--- src/rtl/ex_mem_stage.sv ---
// EX/MEM pipeline register: valid/ready handshake with a 2-entry skid buffer
// (MAIN drives outputs, SKID absorbs one instruction under backpressure).
module ex_mem_stage #(
  parameter int DATA_W     = 64,
  parameter int REG_ADDR_W = 5
) (
  input  logic                  clk,
  input  logic                  reset,
  input  logic                  flush,
  input  logic                  in_valid,
  output logic                  in_ready,
  input  logic [DATA_W-1:0]     in_alu_result,
  input  logic                  in_zero,
  input  logic [DATA_W-1:0]     in_store_data,
  input  logic [DATA_W-1:0]     in_branch_target,
  input  logic [REG_ADDR_W-1:0] in_rd,
  input  logic                  in_mem_read,
  input  logic                  in_mem_write,
  input  logic                  in_reg_write,
  input  logic                  in_mem_to_reg,
  input  logic                  in_branch,
  output logic                  out_valid,
  input  logic                  out_ready,
  output logic [DATA_W-1:0]     out_alu_result,
  output logic [DATA_W-1:0]     out_store_data,
  output logic [DATA_W-1:0]     out_branch_target,
  output logic [REG_ADDR_W-1:0] out_rd,
  output logic                  out_mem_read,
  output logic                  out_mem_write,
  output logic                  out_reg_write,
  output logic                  out_mem_to_reg,
  output logic                  out_branch_taken
);

  localparam int ENT_W = 3*DATA_W + REG_ADDR_W + 6;

  logic [ENT_W-1:0]      r_main;
  logic [ENT_W-1:0]      r_skid;
  logic                  r_main_valid;
  logic                  r_skid_valid;

  logic [ENT_W-1:0]      w_in_entry;
  logic                  w_acc;
  logic                  w_pop;
  logic                  w_zero;
  logic                  w_mem_read;
  logic                  w_mem_write;
  logic                  w_reg_write;
  logic                  w_mem_to_reg;
  logic                  w_branch;

  assign w_in_entry = {in_alu_result, in_zero, in_store_data, in_branch_target, in_rd,
                       in_mem_read, in_mem_write, in_reg_write, in_mem_to_reg, in_branch};

  assign in_ready = !r_skid_valid;
  assign w_acc    = in_valid & in_ready;
  assign w_pop    = r_main_valid & out_ready;

  // Flush only drops valid bits; field contents are left stale on purpose.
  always_ff @(posedge clk) begin
    if (reset) begin
      r_main       <= '0;
      r_skid       <= '0;
      r_main_valid <= 1'b0;
      r_skid_valid <= 1'b0;
    end else if (flush) begin
      r_main_valid <= 1'b0;
      r_skid_valid <= 1'b0;
    end else if (!r_main_valid) begin
      if (w_acc) begin
        r_main       <= w_in_entry;
        r_main_valid <= 1'b1;
      end
    end else if (w_pop) begin
      if (r_skid_valid) begin
        r_main       <= r_skid;
        r_skid_valid <= 1'b0;
      end else if (w_acc) begin
        r_main <= w_in_entry;
      end else begin
        r_main_valid <= 1'b0;
      end
    end else if (w_acc) begin
      r_skid       <= w_in_entry;
      r_skid_valid <= 1'b1;
    end
  end

  assign {out_alu_result, w_zero, out_store_data, out_branch_target, out_rd,
          w_mem_read, w_mem_write, w_reg_write, w_mem_to_reg, w_branch} = r_main;

  assign out_valid        = r_main_valid;
  assign out_mem_read     = r_main_valid & w_mem_read;
  assign out_mem_write    = r_main_valid & w_mem_write;
  assign out_reg_write    = r_main_valid & w_reg_write;
  assign out_mem_to_reg   = r_main_valid & w_mem_to_reg;
  assign out_branch_taken = r_main_valid & w_branch & w_zero;

endmodule

--- config.mk ---
export PLATFORM = sky130hd
export DESIGN_NAME = ex_mem_stage
export DESIGN_NICKNAME = d
export VERILOG_FILES = /design/src/rtl/ex_mem_stage.sv
export SDC_FILE = /design/constraint.sdc
export NUM_CORES = 1
export LEC_CHECK = 0
export CORE_MARGIN = 5
export CORE_UTILIZATION = 40
export DETAILED_ROUTE_END_ITERATION = 8
export MAX_ROUTING_LAYER = met4
export PLACE_DENSITY = 0.64
export SYNTH_ARGS = -nofsm -noshare
export SYNTH_HDL_FRONTEND = slang
export SYNTH_SLANG_ARGS = --single-unit
export TNS_END_PERCENT = 30
--- constraint.sdc ---
create_clock -name clk -period 1.7 [get_ports clk]
set_clock_uncertainty 0.1 [all_clocks]
set_input_delay 0.34 -clock clk [delete_from_list [all_inputs] [get_ports clk]]
set_output_delay 0.34 -clock clk [all_outputs]
set_load 0.03 [all_outputs]
* Yosys cells after proc, flatten, opt, wreduce, memory -nomap -nowiden *
Index checks and enable logic that the tools add are counted.

storage, ports and cells
  output and inout bits = 204
  logic and storage cells = 31
  register bits = 408
  input bits = 208

cells by class
  bitwise operators = 10
  reduce and logical (&&, ||, !) cells = 6
  muxes and demuxes = 10
  equal/unequal tests = 1

operators by type and width
  operator            count
  $mux 203            4
  $and 1x1->1         8
  $mux 1              6
  $reduce_and 2->1    2
  $reduce_and 4->1    1
  $ne 2x1->1 const B  1
  $not 1->1           2
  $reduce_bool 2->1   1
  $reduce_or 2->1     1
  $logic_not 1->1     1

* Depth between registers and ports, before layout *
  word-level depth = 6
  gate-level depth with buffers = 7

* Worst setup path after synthesis *
Ideal clock, no wire load.

  kind = register -> register
  start point = reg r_main_valid, in the netlist out_valid
  end point = reg r_main[100]
  data required time = 1.513 ns
  clock period less this slack = 1.877 ns
  library setup time = 0.087 ns
  data arrival time = 1.690 ns
  cell stages (with the launch flop) = 8
  path slack = -0.177 ns
  path buffers = 4
  path through = dfxtp_1 > buf_6 > nor2b_1 > or3_1 > buf_2 > buf_6 > buf_6 > a221oi_2

between the ends
  cells in the longest elaborated chain, start to end = 3
  elaborated cells between the ends (all ways) = 4

RTL lines
  item                               RTL line  RTL
  start: declaration                 39        logic r_main_valid;
  start signal: assignment           64        r_main_valid <= 1'b0;
  start signal: assignment           67        r_main_valid <= 1'b0;
  start signal: assignment           72        r_main_valid <= 1'b1;
  $and 1x1->1                        57        assign w_pop = r_main_valid & out_ready;
  $ne 2x1->1 (no source line)        n/a
  $reduce_and 2->1 (no source line)  n/a
  end signal: assignment             71        r_main <= w_in_entry;
  end signal: assignment             76        r_main <= r_skid;
  end signal: assignment             79        r_main <= w_in_entry;
  end: declaration                   37        logic [ENT_W-1:0] r_main;

Several ways; a longest one is shown, not always the timed one.
A chain may end at the register's enable or synchronous reset.

* Worst setup path after layout *
  start point = reg r_main_valid, in the netlist out_valid
  end point = reg r_main[2]

Same word-level chain as after synthesis.

==> summary.md <==
| Metric | Value |
|---|---|
| Final Max Tran Viols | 0 |
| # setup viols final | 404 |
| Die height | 240 um |
| WHS Endpoint | out_valid$_SDFF_PP0_ |
| I/O Buffers | 411 |
| Cell area power density | 891 nW/um^2 |
| Crit. End Element | flip-flop |
| Yosys cell types | 26 |
| R2R cell count | 4 |
| Status | finished, violations left |
| Seq/Total Area, Yosys | 38.5% |
| Number of remaining DRC errors | 0 |
| Setup TNS | -38140 ps |
| Sw power | 7.08 mW |
| Worst r2r src | out_valid$_SDFF_PP0_ |
| DR iter-0 viols | 2011 |
| Async SR Flop Fraction | 0% |
| Nets | ~2.9k |
| Leak | slightly below 10 nW |
| P&R area growth vs syn | 34.6% |
| R2R Path End | r_main[2]$_SDFFE_PP0P_ |
| Cell Area, Synth | 21200 sq um |
| Largest net degree at the start of global routing | 80 |
| Syn avg cell area | 8.41 sq um |
| Slowest-stage cell, CP | or3_4 |
| Synth area leaders | dfxtp_1 39%, a221oi_2 12%, a32o_1 9.6%, inv_1 7.2%, buf_4 7.0% |
| Crit path kind | reg2reg |
| Final ANT Viol Nets | 0 |
| Drt wl/cell | 21.7 um |
| EDFF count, synth | 0 |
| Slew HR | around 70% |
| CP cell instances | mux2i_1, or3_4, buf_6, a221oi_1 |
| Vias in the first global route | about 18k |
| Share of layout cells above drive strength 1 | 27.5% |
| Final Cycle Share | 113% |
| MaxCap Viol Count | 0 |
| Switch share | 27.8% |
| Worst EP required | 2050 ps |
| Die area | 57700 sq um |
| Die width | 240 um |
| Most common cell in the netlist | dfxtp_1 |
| Hold Crit Class | in2reg |
| Fin. Hold Viols | 0 |
| RePlAce Congestion | 0.827 |
| Clock Tree Buf Depth | 3 |
| CTS tree | done |
| Critical Path Source Type | flip-flop |
| Post-synthesis cell count | 2520 |
| Layout Cells excl Fill | 3448 |
| Num CTS Buffers | 46 |
| Placed inst area | 25500 sq um |
| Congestion Overflow GR | 0 |
| Fill cells | 4657 |
| Core box area | ~53000 sq um |
| Clock-pin slew on the worst setup and hold paths | 60 ps |
| Fmax | 519 MHz |
| CTS H-tree depth | 2 |
| Num Clock Sinks | 408 |
| Final Total Pwr | 25.4 mW |
| Global Route Usage Sum | between 20 and 25% |
| Failing checks | setup timing |
| Clk pwr share | 42.0% |
| DR vias | 19.7k |
| Row count | 84 |
| Top_reg_cell synth | dfxtp_1 |
| Final Instance Area | around 29000 sq um |
| Final worst slack | -226 ps |
| DRT Pass-1 Iters | 6 |
| Reg2reg setup slack | -230 ps |
| First-pass GRT wire length | between 100000 and 150000 um |
| Io pins | 412 |
| Post-synth top area share | 38.5% |
| Sequential Power Share | 40.2% |
| DP Wirelength | between 40000 and 50000 um |
| Register bit total from synthesis | 408 |
| Pre-CTS setup slack | -647 ps |
| Syn. warnings | 0 |
| Initial antenna violation count | 5 |
| Max Fanout on Critical Path | 31 |
| Critical Path Max Stage Delay | ~530 ps |
| Initial Util | 40.3% |
| Pint | 18.3 mW |
| CTS Root Cell | clkbuf_16 |
| Skew-Pair Late Insertion Delay | ~600 ps |
| Comb pwr share | between 10% and 20% |
| RSZ-0062 raised after global routing | true |
| Routed WL | 74700 um |
| Hold_sp | in_valid |
| Hold path depth | 4 |
| VDD IR max | between 0.0007 and 0.0008 V |
| Slew @ Worst Pin | 452 ps |
| Fin crit period | 1930 ps |
| Critical Path AT | 2270 ps |
| Placed cell count | 3290 |
| DR vias/cell | roughly 5.7 |
| Cell taking the most area after synthesis | dfxtp_1 |
| Top post-synthesis cells by count | 408 x dfxtp_1, 407 x inv_1, 206 x clkbuf_1, 204 x a21oi_1, 204 x nor2_1 |
| Syn_nets | 2728 |
==> worst max-delay path by stage <==
stage,endpoint,slack [ps],startpoint,cells after the start
after floorplan,r_main[149]$_SDFFE_PP0P_,-60,out_valid$_SDFF_PP0_,7
after CTS,out_mem_read,-270,out_valid$_SDFF_PP0_,4
after global placement,r_main[50]$_SDFFE_PP0P_,-580,out_ready,6
final,r_main[2]$_SDFFE_PP0P_,-230,out_valid$_SDFF_PP0_,4
after global routing,r_main[2]$_SDFFE_PP0P_,-310,out_valid$_SDFF_PP0_,4
after detailed placement,r_main[1]$_SDFFE_PP0P_,-650,out_ready,5
==> cell type report <==
cell class / count / area (sq um) / area share [%]
repair buffers: 618 / 7020 / 24.6
well taps: 688 / 861 / 3.02
inverters: 408 / 1550 / 5.43
diodes: 6 / 15.0 / 0.0526
multi-input cells: 1234 / 9280 / 32.5
clock buffers: 68 / 1410 / 4.93
flip-flops and latches: 408 / 8180 / 28.7
clock inverters: 18 / 221 / 0.776
==> metrics by stage <==
step | util, % | hold WS (ps)
global placement | 48.5 | 351
floorplan | - | 338
finish | 54.3 | 200
detailed placement | 48.5 | 355
CTS | 51.5 | 163
global route | 54.3 | 189
==> cells by family (layout without fill, tap and decap cells) <==
logic type	after synthesis	in the layout	synth area share, %
buf+inv	878	1112	19.9
compound gates	815	815	32.7
simple gates	418	418	8.78
flops	408	408	38.5
mux	1	1	0.0472
other cells	0	6	0
==> layer usage <==
layer	track usage, %	share of wire [%]	vias up	wire, um
met2	36.7	48	845	35800
met4	6.41	2.2	0	1640
met1	30.5	42	9688	31600
li1	-	-	9069	-
met5	-	0	-	0
met3	4.07	7.5	119	5630
==> worst max-delay path: cells and delay by family, from the launching register on <==
family          cells  cell delay (ps)
flops               1              380
mux                 1               90
compound gates      1              430
buf+inv             1              250
simple gates        1              530
==> what timing repair did <==
action | CTS | global route
gates resized for setup | 885 | 133
hold endpoints to repair | 11 | 0
cloned | 6 | 31
hold buffers | 1 | 0
setup endpoints to repair | 379 | 442
pin swaps | 10 | 22
setup buffers | 12 | 16
==> cells in the final DEF (no fill, tap or decap), types with 2 or more instances in the layout <==
master / n
clkdlybuf4s50_1: 204
buf_2: 117
nor2_2: 3
clkdlybuf4s18_2: 6
nand3_4: 12
nor2_1: 200
bufinv_16: 5
clkinvlp_4: 2
a32o_1: 203
diode_2: 6
a221oi_2: 174
clkbuf_16: 77
nand3_1: 182
clkbuf_8: 11
dfxtp_1: 405
clkbuf_1: 8
buf_8: 12
and2_4: 4
buf_6: 21
buf_4: 75
o21ai_0: 176
clkinv_2: 10
a221oi_1: 29
clkdlybuf4s15_2: 66
nand3_2: 9
o21ai_2: 4
buf_16: 11
o21ai_1: 23
a21oi_1: 153
a21oi_2: 51
inv_1: 406
buf_12: 73
bufbuf_16: 4
dfxtp_4: 2
==> flip-flops by register name, indices dropped and copies added (netlist names) <==
| register | flops |
|---|---|
| r_main | 203 |
| r_skid | 203 |
| out_valid | 1 |
| r_skid_valid | 1 |
==> power by group through the flow <==
stage               registers, mW  logic [mW]  clock network [mW]
floorplan                    10.3        2.94                   0
global placement             10.4        4.35                   0
detailed placement           10.4        4.41                   0
CTS                          10.2        4.32                10.9
global route                 10.2        4.76                11.2
finish                       10.2        4.53                10.7
No activity file was read; power rests on OpenSTA's default activity.
